[src/rtl/updown_step_arbiter.sv]
// Round-robin arbiter and sequencer for a shared up/down step counter.
// Each granted requester applies one +1/-1 step to the counter, with a
// per-cycle choice of modulo wrap or saturation at the boundaries.
//
// Ports:
//   clk      - clock, rising edge
//   reset    - asynchronous, active-high reset
//   req      - per-requester step request (level, held until granted)
//   dir      - per-requester direction, 1 = up, 0 = down
//   wrap_en  - 1 = wrap at boundaries, 0 = saturate
//   clear    - synchronous clear of count, highest priority
//   gnt      - one-hot grant pulse, one cycle wide
//   count    - current counter value
//   lim      - boundary flag, pulses with gnt
//   busy     - high during the grant (HOLD) cycle
module updown_step_arbiter #(
  parameter int unsigned NREQ  = 4,
  parameter int unsigned WIDTH = 3
) (
  input  logic             clk,
  input  logic             reset,
  input  logic [NREQ-1:0]  req,
  input  logic [NREQ-1:0]  dir,
  input  logic             wrap_en,
  input  logic             clear,
  output logic [NREQ-1:0]  gnt,
  output logic [WIDTH-1:0] count,
  output logic             lim,
  output logic             busy
);

  localparam int unsigned PW = (NREQ > 1) ? $clog2(NREQ) : 1;

  typedef enum logic {
    IDLE = 1'b0,
    HOLD = 1'b1
  } state_t;

  state_t           state, state_nx;
  logic [PW-1:0]    ptr, ptr_nx;
  logic [WIDTH-1:0] count_nx;
  logic [NREQ-1:0]  gnt_nx;
  logic             lim_nx;
  logic             busy_nx;

  logic             found_c;
  logic [PW-1:0]    win_c;
  logic [WIDTH-1:0] stepped_c;
  logic             at_lim_c;

  // Round-robin search: first requester at or above ptr, wrapping modulo NREQ.
  always_comb begin
    int unsigned idx;
    found_c = 1'b0;
    win_c   = '0;
    idx     = 0;
    for (int unsigned i = 0; i < NREQ; i++) begin
      idx = int'(ptr) + i;
      if (idx >= NREQ) idx = idx - NREQ;
      if (!found_c && req[idx]) begin
        found_c = 1'b1;
        win_c   = PW'(idx);
      end
    end
  end

  // Winner's step; a blocked (saturated) step leaves count unchanged but flags lim.
  always_comb begin
    stepped_c = count;
    at_lim_c  = 1'b0;
    if (dir[win_c]) begin
      if (count == {WIDTH{1'b1}}) begin
        at_lim_c  = 1'b1;
        stepped_c = wrap_en ? '0 : count;
      end else begin
        stepped_c = count + WIDTH'(1);
      end
    end else begin
      if (count == '0) begin
        at_lim_c  = 1'b1;
        stepped_c = wrap_en ? {WIDTH{1'b1}} : count;
      end else begin
        stepped_c = count - WIDTH'(1);
      end
    end
  end

  // Next-state and registered-output logic.
  always_comb begin
    state_nx = state;
    ptr_nx   = ptr;
    count_nx = count;
    gnt_nx   = '0;
    lim_nx   = 1'b0;
    busy_nx  = 1'b0;
    case (state)
      IDLE: begin
        if (clear) begin
          count_nx = '0;
        end else if (found_c) begin
          gnt_nx   = NREQ'(1) << win_c;
          count_nx = stepped_c;
          lim_nx   = at_lim_c;
          busy_nx  = 1'b1;
          ptr_nx   = (win_c == PW'(NREQ - 1)) ? '0 : win_c + PW'(1);
          state_nx = HOLD;
        end
      end
      HOLD: begin
        // A clear here discards the step granted on the previous edge.
        if (clear) count_nx = '0;
        state_nx = IDLE;
      end
    endcase
  end

  // State and output registers.
  always_ff @(posedge clk or posedge reset) begin
    if (reset) begin
      state <= IDLE;
      ptr   <= '0;
      count <= '0;
      gnt   <= '0;
      lim   <= 1'b0;
      busy  <= 1'b0;
    end else begin
      state <= state_nx;
      ptr   <= ptr_nx;
      count <= count_nx;
      gnt   <= gnt_nx;
      lim   <= lim_nx;
      busy  <= busy_nx;
    end
  end

endmodule

[config.mk]
export PLATFORM = sky130hd
export DESIGN_NAME = updown_step_arbiter
export DESIGN_NICKNAME = d
export VERILOG_FILES = /design/src/rtl/updown_step_arbiter.sv
export SDC_FILE = /design/constraint.sdc
export NUM_CORES = 1
export LEC_CHECK = 0
export ABC_CLOCK_PERIOD_IN_PS = 8400
export BUFFER_PORTS_ARGS = -buffer_cell sky130_fd_sc_hd__buf_4
export CORE_MARGIN = 2
export CORE_UTILIZATION = 30
export CTS_BUF_LIST = sky130_fd_sc_hd__clkbuf_4 sky130_fd_sc_hd__clkbuf_8 sky130_fd_sc_hd__clkbuf_16
export DETAILED_ROUTE_END_ITERATION = 10
export PLACE_DENSITY_LB_ADDON = 0.12
export SETUP_SLACK_MARGIN = 0.5
export SKIP_CTS_REPAIR_TIMING = 1
export SYNTH_ARGS = -nofsm -noshare
export SYNTH_HDL_FRONTEND = slang
export SYNTH_SLANG_ARGS = --single-unit
[constraint.sdc]
create_clock -name clk -period 8.4 [get_ports clk]
set_clock_uncertainty 0.15 [all_clocks]
set_input_delay 0.42 -clock clk [delete_from_list [all_inputs] [get_ports clk]]
set_output_delay 0.42 -clock clk [all_outputs]
set_load 0.005 [all_outputs]
==> impl_metrics.ini, run 1 <==
[outcome]
outcome = finished clean

[yosys]
synth_nets = 92
avgSynthCellArea_um2 = 10.57
synth-edff-count = 0
yosysTopAreaCellShare_pct = 36.18
yosys.area.top_type = dfrtp_1
synth_area_leaders = dfrtp_1, ha_1, mux2_4, a21oi_1, inv_1
synth_ff_type = dfrtp_1
syn_area_um2 = 760.7
post-synth-top-count-cell = dfrtp_1
synth_cells = 72
synth.top_cells.by_count = dfrtp_1, ha_1, a21oi_1, inv_1, nor2_1
synth_warnings = 0
yosysUniqueCellTypes = 30
async_flop_share_pct = 100.0
yosysSeqAreaShare_pct = 36.18
ys_ff_latch = 11

[grt]
grt_max_degree = 12
grt_overflow = 0
grt_usage_pct = 12.16
antenna_found_initial = 0
grt_first_pass_wirelength_um = 2456
grt_pass1_vias = 540

[power]
ir_drop_mv = 0.1116
powerDensity_mw_per_mm2 = 224.9
p_leak_nw = 0.4847

[sta]
setup_tns_ps = 0
slew_headroom_pct = 69.07
slew_viol_final = 0
tightest_slew_ps = 459.8
finalWorstSetupSlack_ps = 5671
period_needed_ps = 2729
finalHoldViolCount = 0
fmax_mhz = 366.5
setup_viol = 0
rsz0062_at_grt = false
period_share_pct = 32.49

[cells_and_area]
fin_nets = 115
layout.cells.non_filler = 124
antenna_cells = 0
final_core_util_pct = 39.76
area_growth_pct = 27.14
layout-drive-gt1-share_pct = 40.43
fillCellCount = 248

[clock_network]
path_clk_slew_ps = 70
tritoncts = yes
clock-sinks = 11
cts.path.max_buffers = 2
numCtsBuffers = 3
htreeDepth = 1
clkLatencyLatePin_ps = 270
cts_root_buf = clkbuf_4

[place]
placed_cells = 120
gp_congestion = 0.8182
hpwl_um = 1183
dp_slack_ps = 5593
io_buffers = 20

[drt]
first_pass_iters = 4
drt-total-wl_um = 1490
via_per_inst = 4.621
drtIter0Drc = 9
ant_nets = 0
routedWlPerCell_um = 12.02
vias = 573
drc_errors = 0

[setup_path]
r2r_start = ptr[1]$_DFFE_PP0P_
r2r_slack_ps = 5670
end_kind = flop
required_ps = 8400
critical_path_class = flop to flop
start_kind = flop
worst_r2r_endpoint = count[2]$_DFFE_PP0P_
reg2regPathDepth = 7
critPathMaxFanout = 8
critPathArrivalTime_ps = 2730

[die]
ios = 21
core_area_mm2 = 0.002432
fp.dieH_um = 54.36
fp.dieArea_mm2 = 0.002954
placementRows = 18
start_util_pct = 31.28
die_x_um = 54.36

[job]
cap_violations = 0

[worst_hold_path]
holdCritPathClass = input port to asynchronous set/reset pin
==> cell usage in the layout (no fill, tap or decap) <==
cell type	synthesis	final
mux2i_1	1	1
nor2_1	7	7
o211ai_4	1	1
nand2_1	2	2
a211o_2	1	1
or2b_2	1	1
o21a_4	1	1
dfrtp_1	11	11
o21ai_0	1	1
nor3_1	2	2
nor3b_1	1	1
ha_1	8	8
buf_4	1	20
o2bb2a_1	1	1
a2bb2oi_2	1	1
a21oi_1	7	7
a21o_2	1	1
nand3_1	1	1
or4_4	1	1
nor4_1	1	1
mux2_4	3	3
and2_1	4	4
inv_1	7	7
mux2_2	1	1
mux4_2	1	1
nand3b_1	1	1
a31oi_1	1	1
a21boi_2	1	1
clkbuf_4	0	4
or2_2	1	1
==> critical path, cell delays in order, from the launching register on <==
cell and delay (ps):
dfrtp_1 470, a21boi_2 170, a2bb2oi_2 170, o21a_4 170, mux4_2 580, or4_4 460, o211ai_4 120, mux2_4 330
==> per-stage QoR <==
stage                     area (µm²)  total power, mW  hold slack [ps]
after floorplan                760.7           0.1521            122.4
after global placement         937.1           0.1813            309.2
after detailed placement       937.1           0.1806            301.5
after CTS                      967.2           0.2212            6.182
after global routing           967.2           0.2399            36.61
final                          967.2           0.2175            1.903
==> report_power, final <==
group	switching, mW	internal, mW
registers	0.0153	0.0654
logic	0.0437	0.0542
clock network	0.0173	0.0216
total	0.0763	0.141
==> sequential cells by signal, summed over array words and instances, names as in the netlist <==
register  flops
count         3
gnt           4
busy          1
lim           1
ptr           2
==> layer usage <==
metal | vias up | part of all wire, % | track usage (%)
li1 | 296 | - | -
met1 | 265 | 43 | 14.02
met2 | 10 | 51 | 19.88
met3 | 2 | 4.6 | 4.918
met4 | 0 | 1.0 | 5.000
met5 | - | 0 | 0
==> kinds of logic after synthesis <==
kind of cell | share of synthesized area [%]
simple gates | 15.96
compound gates | 18.09
flops | 36.18
buf+inv | 4.935
fa+ha+maj | 13.16
mux | 11.68
==> cell type report <==
type	count	area, µm²	area share [%]
Tap cell	30	37.54	3.881
Sequential cell	11	275.3	28.46
Timing Repair Buffer	20	150.1	15.52
Clock buffer	4	30.03	3.105
Multi-Input combinational cell	52	447.9	46.31
Inverter	7	26.28	2.717
==> how the worst max path moves through the flow <==
stage	from	end	cells after the start
after floorplan	ptr[1]$_DFFE_PP0P_	count[0]$_DFFE_PP0P_	8
after global placement	req[0]	count[0]$_DFFE_PP0P_	8
after detailed placement	req[0]	count[2]$_DFFE_PP0P_	8
after CTS	ptr[1]$_DFFE_PP0P_	count[0]$_DFFE_PP0P_	7
after global routing	ptr[1]$_DFFE_PP0P_	count[2]$_DFFE_PP0P_	7
final	ptr[1]$_DFFE_PP0P_	count[2]$_DFFE_PP0P_	7
Note: power is estimated with default switching activity, not from simulation.
==> run 2: changes to the inputs <==
--- a/config.mk
+++ b/config.mk
@@ -5,7 +5,7 @@
 export SDC_FILE = /design/constraint.sdc
 export NUM_CORES = 1
 export LEC_CHECK = 0
-export ABC_CLOCK_PERIOD_IN_PS = 8400
+export ABC_CLOCK_PERIOD_IN_PS = 2500
 export BUFFER_PORTS_ARGS = -buffer_cell sky130_fd_sc_hd__buf_4
 export CORE_MARGIN = 2
 export CORE_UTILIZATION = 30
==> constraint.sdc (replaced) <==
create_clock -name clk -period 2.5 [get_ports clk]
set_clock_uncertainty 0.15 [all_clocks]
set_input_delay 0.125 -clock clk [delete_from_list [all_inputs] [get_ports clk]]
set_output_delay 0.125 -clock clk [all_outputs]
set_load 0.005 [all_outputs]
==> impl_metrics.ini, run 2 (synthesized netlist as in run 1, its figures left out) <==
[clock_network]
numCtsBuffers = 3
clkLatencyLatePin_ps = 260
cts.path.max_buffers = 2
clock-sinks = 11
path_clk_slew_ps = 80
cts_root_buf = clkbuf_4
tritoncts = yes
htreeDepth = 1

[job]
cap_violations = 0

[cells_and_area]
reg_top3 = gnt: 4 flops, count: 3 flops, ptr: 2 flops
fin_nets = 124
layout-drive-gt1-share_pct = 46.60
top_register = gnt
area_growth_pct = 36.35
antenna_cells = 0
final_cell_mix = buf_4, dfrtp_1, ha_1
largest_register_ff_count = 4
layout.cells.non_filler = 133
layout_commonest_cell = buf_4

[grt]
grt_overflow = 0
antenna_found_initial = 0
grt_max_degree = 12
grt_usage_pct = 12.56
grt_first_pass_wirelength_um = 2573
grt_pass1_vias = 596

[sta]
finalWorstSetupSlack_ps = -91.49
fmax_mhz = 385.9
rsz0062_at_grt = true
setup_viol = 3
tightest_slew_ps = 470.9
hold_ws_ps = 92.60
slew_viol_final = 0
period_needed_ps = 2591
finalHoldViolCount = 0
slew_headroom_pct = 68.32
period_share_pct = 103.7

[drt]
drtIter0Drc = 2
routedWlPerCell_um = 11.84
via_per_inst = 4.556
drt-total-wl_um = 1575
vias = 606
first_pass_iters = 4
ant_nets = 0
drc_errors = 0

[setup_path]
end_kind = flop
critical_path_class = flop to flop
critPathArrivalTime_ps = 2590
critPathMaxFanout = 5
start_kind = flop
required_ps = 2500

[die]
fp.dieH_um = 54.36
die_x_um = 54.36
core_area_mm2 = 0.002432
fp.dieArea_mm2 = 0.002954
placementRows = 18
ios = 21
start_util_pct = 31.28

[outcome]
violations = negative setup slack
outcome = complete, but fails checks

[place]
hpwl_um = 1259
placed_cells = 126
io_buffers = 20
gp_congestion = 0.7664

[power]
ir_drop_mv = 0.3363
p_leak_nw = 0.5253
p_total_uw = 791.3
powerDensity_mw_per_mm2 = 762.9

[worst_hold_path]
holdCritPathClass = input port to flop
run 2: power breakdown:
group / internal, mW / switching (mW) / leakage, nW / total [mW]
clock network: 0.0590 / 0.0610 / 0.0177 / 0.120
logic: 0.237 / 0.169 / 0.366 / 0.406
registers: 0.221 / 0.0434 / 0.142 / 0.265
run 2: path summary, 6_finish.rpt:
path / slack (ps) / cells past startpoint / endpoint / startpoint
setup / recovery: -90 / 7 / count[1]$_DFFE_PP0P_ / ptr[1]$_DFFE_PP0P_
hold / removal: 90 / 3 / lim$_DFF_PP0_ / clear
setup reg to reg: -90 / 7 / count[1]$_DFFE_PP0P_ / ptr[1]$_DFFE_PP0P_
hold reg to reg: 410 / 1 / ptr[0]$_DFFE_PP0P_ / ptr[0]$_DFFE_PP0P_
max in group asynchronous: 1620 / 3 / ptr[1]$_DFFE_PP0P_ / reset
min in group asynchronous: 260 / 3 / ptr[0]$_DFFE_PP0P_ / reset
run 2: critical path, cell delays in order, from the launching register on:
cell and delay [ps]:
dfrtp_2 440, a21boi_2 150, a2bb2oi_2 190, o21a_4 150, mux4_2 500, or4_4 440
o211ai_4 120, mux2_4 320
run 2: cell type report:
cell class	instances	area (µm²)
clock buffers	3	22.52
clock inverters	1	5.005
multi-input cells	52	449.2
fillers	261	1395
inverters	7	26.28
repair buffers	29	220.2
flip-flops and latches	11	276.5
well taps	30	37.54
run 2: metrics by stage:
step | util (%) | instance area [µm²] | TNS, ps | worst slack [ps]
after global placement | 40.38 | 982.2 | -15.65 | -5.506
after CTS | 41.51 | 1010 | -282.7 | -98.45
after detailed placement | 40.38 | 982.2 | -217.3 | -74.81
after floorplan | - | 764.5 | -366.0 | -122.0
after global routing | 42.64 | 1037 | -458.9 | -155.6
final | 42.64 | 1037 | -265.9 | -91.49
run 2: routing by layer:
metal | GRT usage, % | vias up | share of wire, %
met5 | 0 | - | 0
met4 | 5.000 | 0 | 0.76
met3 | 3.279 | 2 | 3.8
met2 | 20.68 | 10 | 48
met1 | 15.57 | 282 | 47
li1 | - | 312 | -
==> run 3: changes to the inputs <==
--- a/config.mk
+++ b/config.mk
@@ -5,7 +5,7 @@
 export SDC_FILE = /design/constraint.sdc
 export NUM_CORES = 1
 export LEC_CHECK = 0
-export ABC_CLOCK_PERIOD_IN_PS = 2500
+export ABC_CLOCK_PERIOD_IN_PS = 3100
 export BUFFER_PORTS_ARGS = -buffer_cell sky130_fd_sc_hd__buf_4
 export CORE_MARGIN = 2
 export CORE_UTILIZATION = 30
==> constraint.sdc (replaced) <==
create_clock -name clk -period 3.1 [get_ports clk]
set_clock_uncertainty 0.15 [all_clocks]
set_input_delay 0 -clock clk [delete_from_list [all_inputs] [get_ports clk]]
set_output_delay 0 -clock clk [all_outputs]
set_load 0.005 [all_outputs]
==> impl_metrics.ini, run 3 (synthesized netlist as in run 1, its figures left out) <==
[outcome]
outcome = finished clean

[cells_and_area]
final_cell_mix = buf_4, dfrtp_1, ha_1
reg_top3 = gnt: 4 flops, count: 3 flops, ptr: 2 flops
top_register = gnt
antenna_cells = 0
largest_register_ff_count = 4
fin_nets = 122
layout_commonest_cell = buf_4
layout-drive-gt1-share_pct = 43.56
area_growth_pct = 34.87
fillCellCount = 247

[setup_path]
critical_path_class = flop to flop
critPathMaxFanout = 6
start_kind = flop
cp_slowest_cell = mux4_2
slowest_delay_ps = 550
worstPathCellList = a21boi_2 -> a2bb2oi_2 -> o21a_4 -> mux4_2 -> or4_4 -> o211ai_4 -> mux2_4
r2r_slack_ps = 430
r2r_start = ptr[1]$_DFFE_PP0P_
reg2regPathDepth = 7
end_kind = flop
critPathArrivalTime_ps = 2670
worst_r2r_endpoint = count[0]$_DFFE_PP0P_
required_ps = 3100

[grt]
antenna_found_initial = 0
grt_pass1_vias = 569
grt_usage_pct = 12.20
grt_overflow = 0
grt_first_pass_wirelength_um = 2587
grt_max_degree = 12

[drt]
drc_errors = 0
ant_nets = 0
vias = 621
routedWlPerCell_um = 12.19
drtIter0Drc = 12
dr_wl_met3_um = 67
route.met2.wl_um = 819
topRoutingLayerUsed = met3
via_per_inst = 4.740
drt-total-wl_um = 1597
first_pass_iters = 4
routedLengthMet1_um = 710

[die]
fp.dieArea_mm2 = 0.002954
die_x_um = 54.36
placementRows = 18
core_area_mm2 = 0.002432
ios = 21
fp.dieH_um = 54.36
start_util_pct = 31.28

[worst_hold_path]
hp-start = req[3]
hold_depth = 3
min_to = lim$_DFF_PP0_
holdCritPathClass = input port to flop

[power]
switching_share_pct = 34.41
ir_drop_mv = 0.2714
p_leak_nw = 0.5161
p_comb_share_pct = 48.6
clockPowerShare_pct = 16.8
p_int_uw = 415.4
seqPwrFrac_pct = 34.7
powerDensity_mw_per_mm2 = 617.2
p_sw_uw = 217.9

[sta]
period_share_pct = 86.04
fmax_mhz = 374.9
finalHoldViolCount = 0
tightest_slew_ps = 533.5
finalWorstSetupSlack_ps = 432.7
setup_viol = 0
setup_tns_ps = 0
rsz0062_at_grt = true
slew_viol_final = 0
slew_headroom_pct = 64.11
period_needed_ps = 2667

[clock_network]
tritoncts = yes
htreeDepth = 1
cts_root_buf = clkbuf_4
cts.path.max_buffers = 2
numCtsBuffers = 3
clock-sinks = 11
path_clk_slew_ps = 70
clkLatencyLatePin_ps = 260

[place]
gp_congestion = 0.7540
hpwl_um = 1216
io_buffers = 20
dp_slack_ps = 391.8

[job]
cap_violations = 0
[run 3: how the worst max path moves through the flow]
stage	to	depth (start not counted)	start	slack, ps
floorplan	count[0]$_DFFE_PP0P_	8	ptr[1]$_DFFE_PP0P_	480
global placement	count[1]$_DFFE_PP0P_	7	ptr[1]$_DFFE_PP0P_	430
detailed placement	count[0]$_DFFE_PP0P_	7	ptr[1]$_DFFE_PP0P_	390
CTS	count[0]$_DFFE_PP0P_	7	ptr[1]$_DFFE_PP0P_	370
global route	count[0]$_DFFE_PP0P_	7	ptr[1]$_DFFE_PP0P_	370
finish	count[0]$_DFFE_PP0P_	7	ptr[1]$_DFFE_PP0P_	430
[run 3: stage by stage]
step           util [%]  hold WS [ps]  total power, mW  std cells  cell area, µm²
2_1_floorplan         -        -297.6           0.4176         72           764.5
5_1_grt           42.18         5.507           0.6904        131            1026
3_3_place_gp      38.53        -104.0           0.4893        120           937.1
4_1_cts           39.76        -397.4           0.6008        124           967.2
6_report          42.18         19.34           0.6333        131            1026
3_5_place_dp      38.53        -107.7           0.4908        120           937.1
[run 3: layout make-up]
type / instances / area [µm²] / area share [%]
clock buffers: 4 / 30.03 / 2.927
well taps: 30 / 37.54 / 3.659
flip-flops and latches: 11 / 276.5 / 26.95
repair buffers: 27 / 207.7 / 20.24
multi-input cells: 52 / 447.9 / 43.66
inverters: 7 / 26.28 / 2.561
[run 3: power by group through the flow]
stage / clock network (mW) / registers [mW] / logic [mW]
floorplan: 0 / 0.206 / 0.212
global placement: 0 / 0.221 / 0.268
detailed placement: 0 / 0.222 / 0.269
CTS: 0.111 / 0.220 / 0.270
global route: 0.119 / 0.226 / 0.345
finish: 0.106 / 0.220 / 0.307
[run 3: layer usage]
metal / GRT usage (%) / up-vias
met5: 0 / -
met4: 1.250 / 0
met3: 4.918 / 0
met2: 20.68 / 12
met1: 14.95 / 302
li1: - / 307
[run 3: worst max-delay path, delay by kind of cell (launching register included)]
kind               cells  cell delay, ps
AOI/OAI and AO/OA      4             630
DFF                    1             450
muxes                  2             870
and+or+nand+nor        1             450
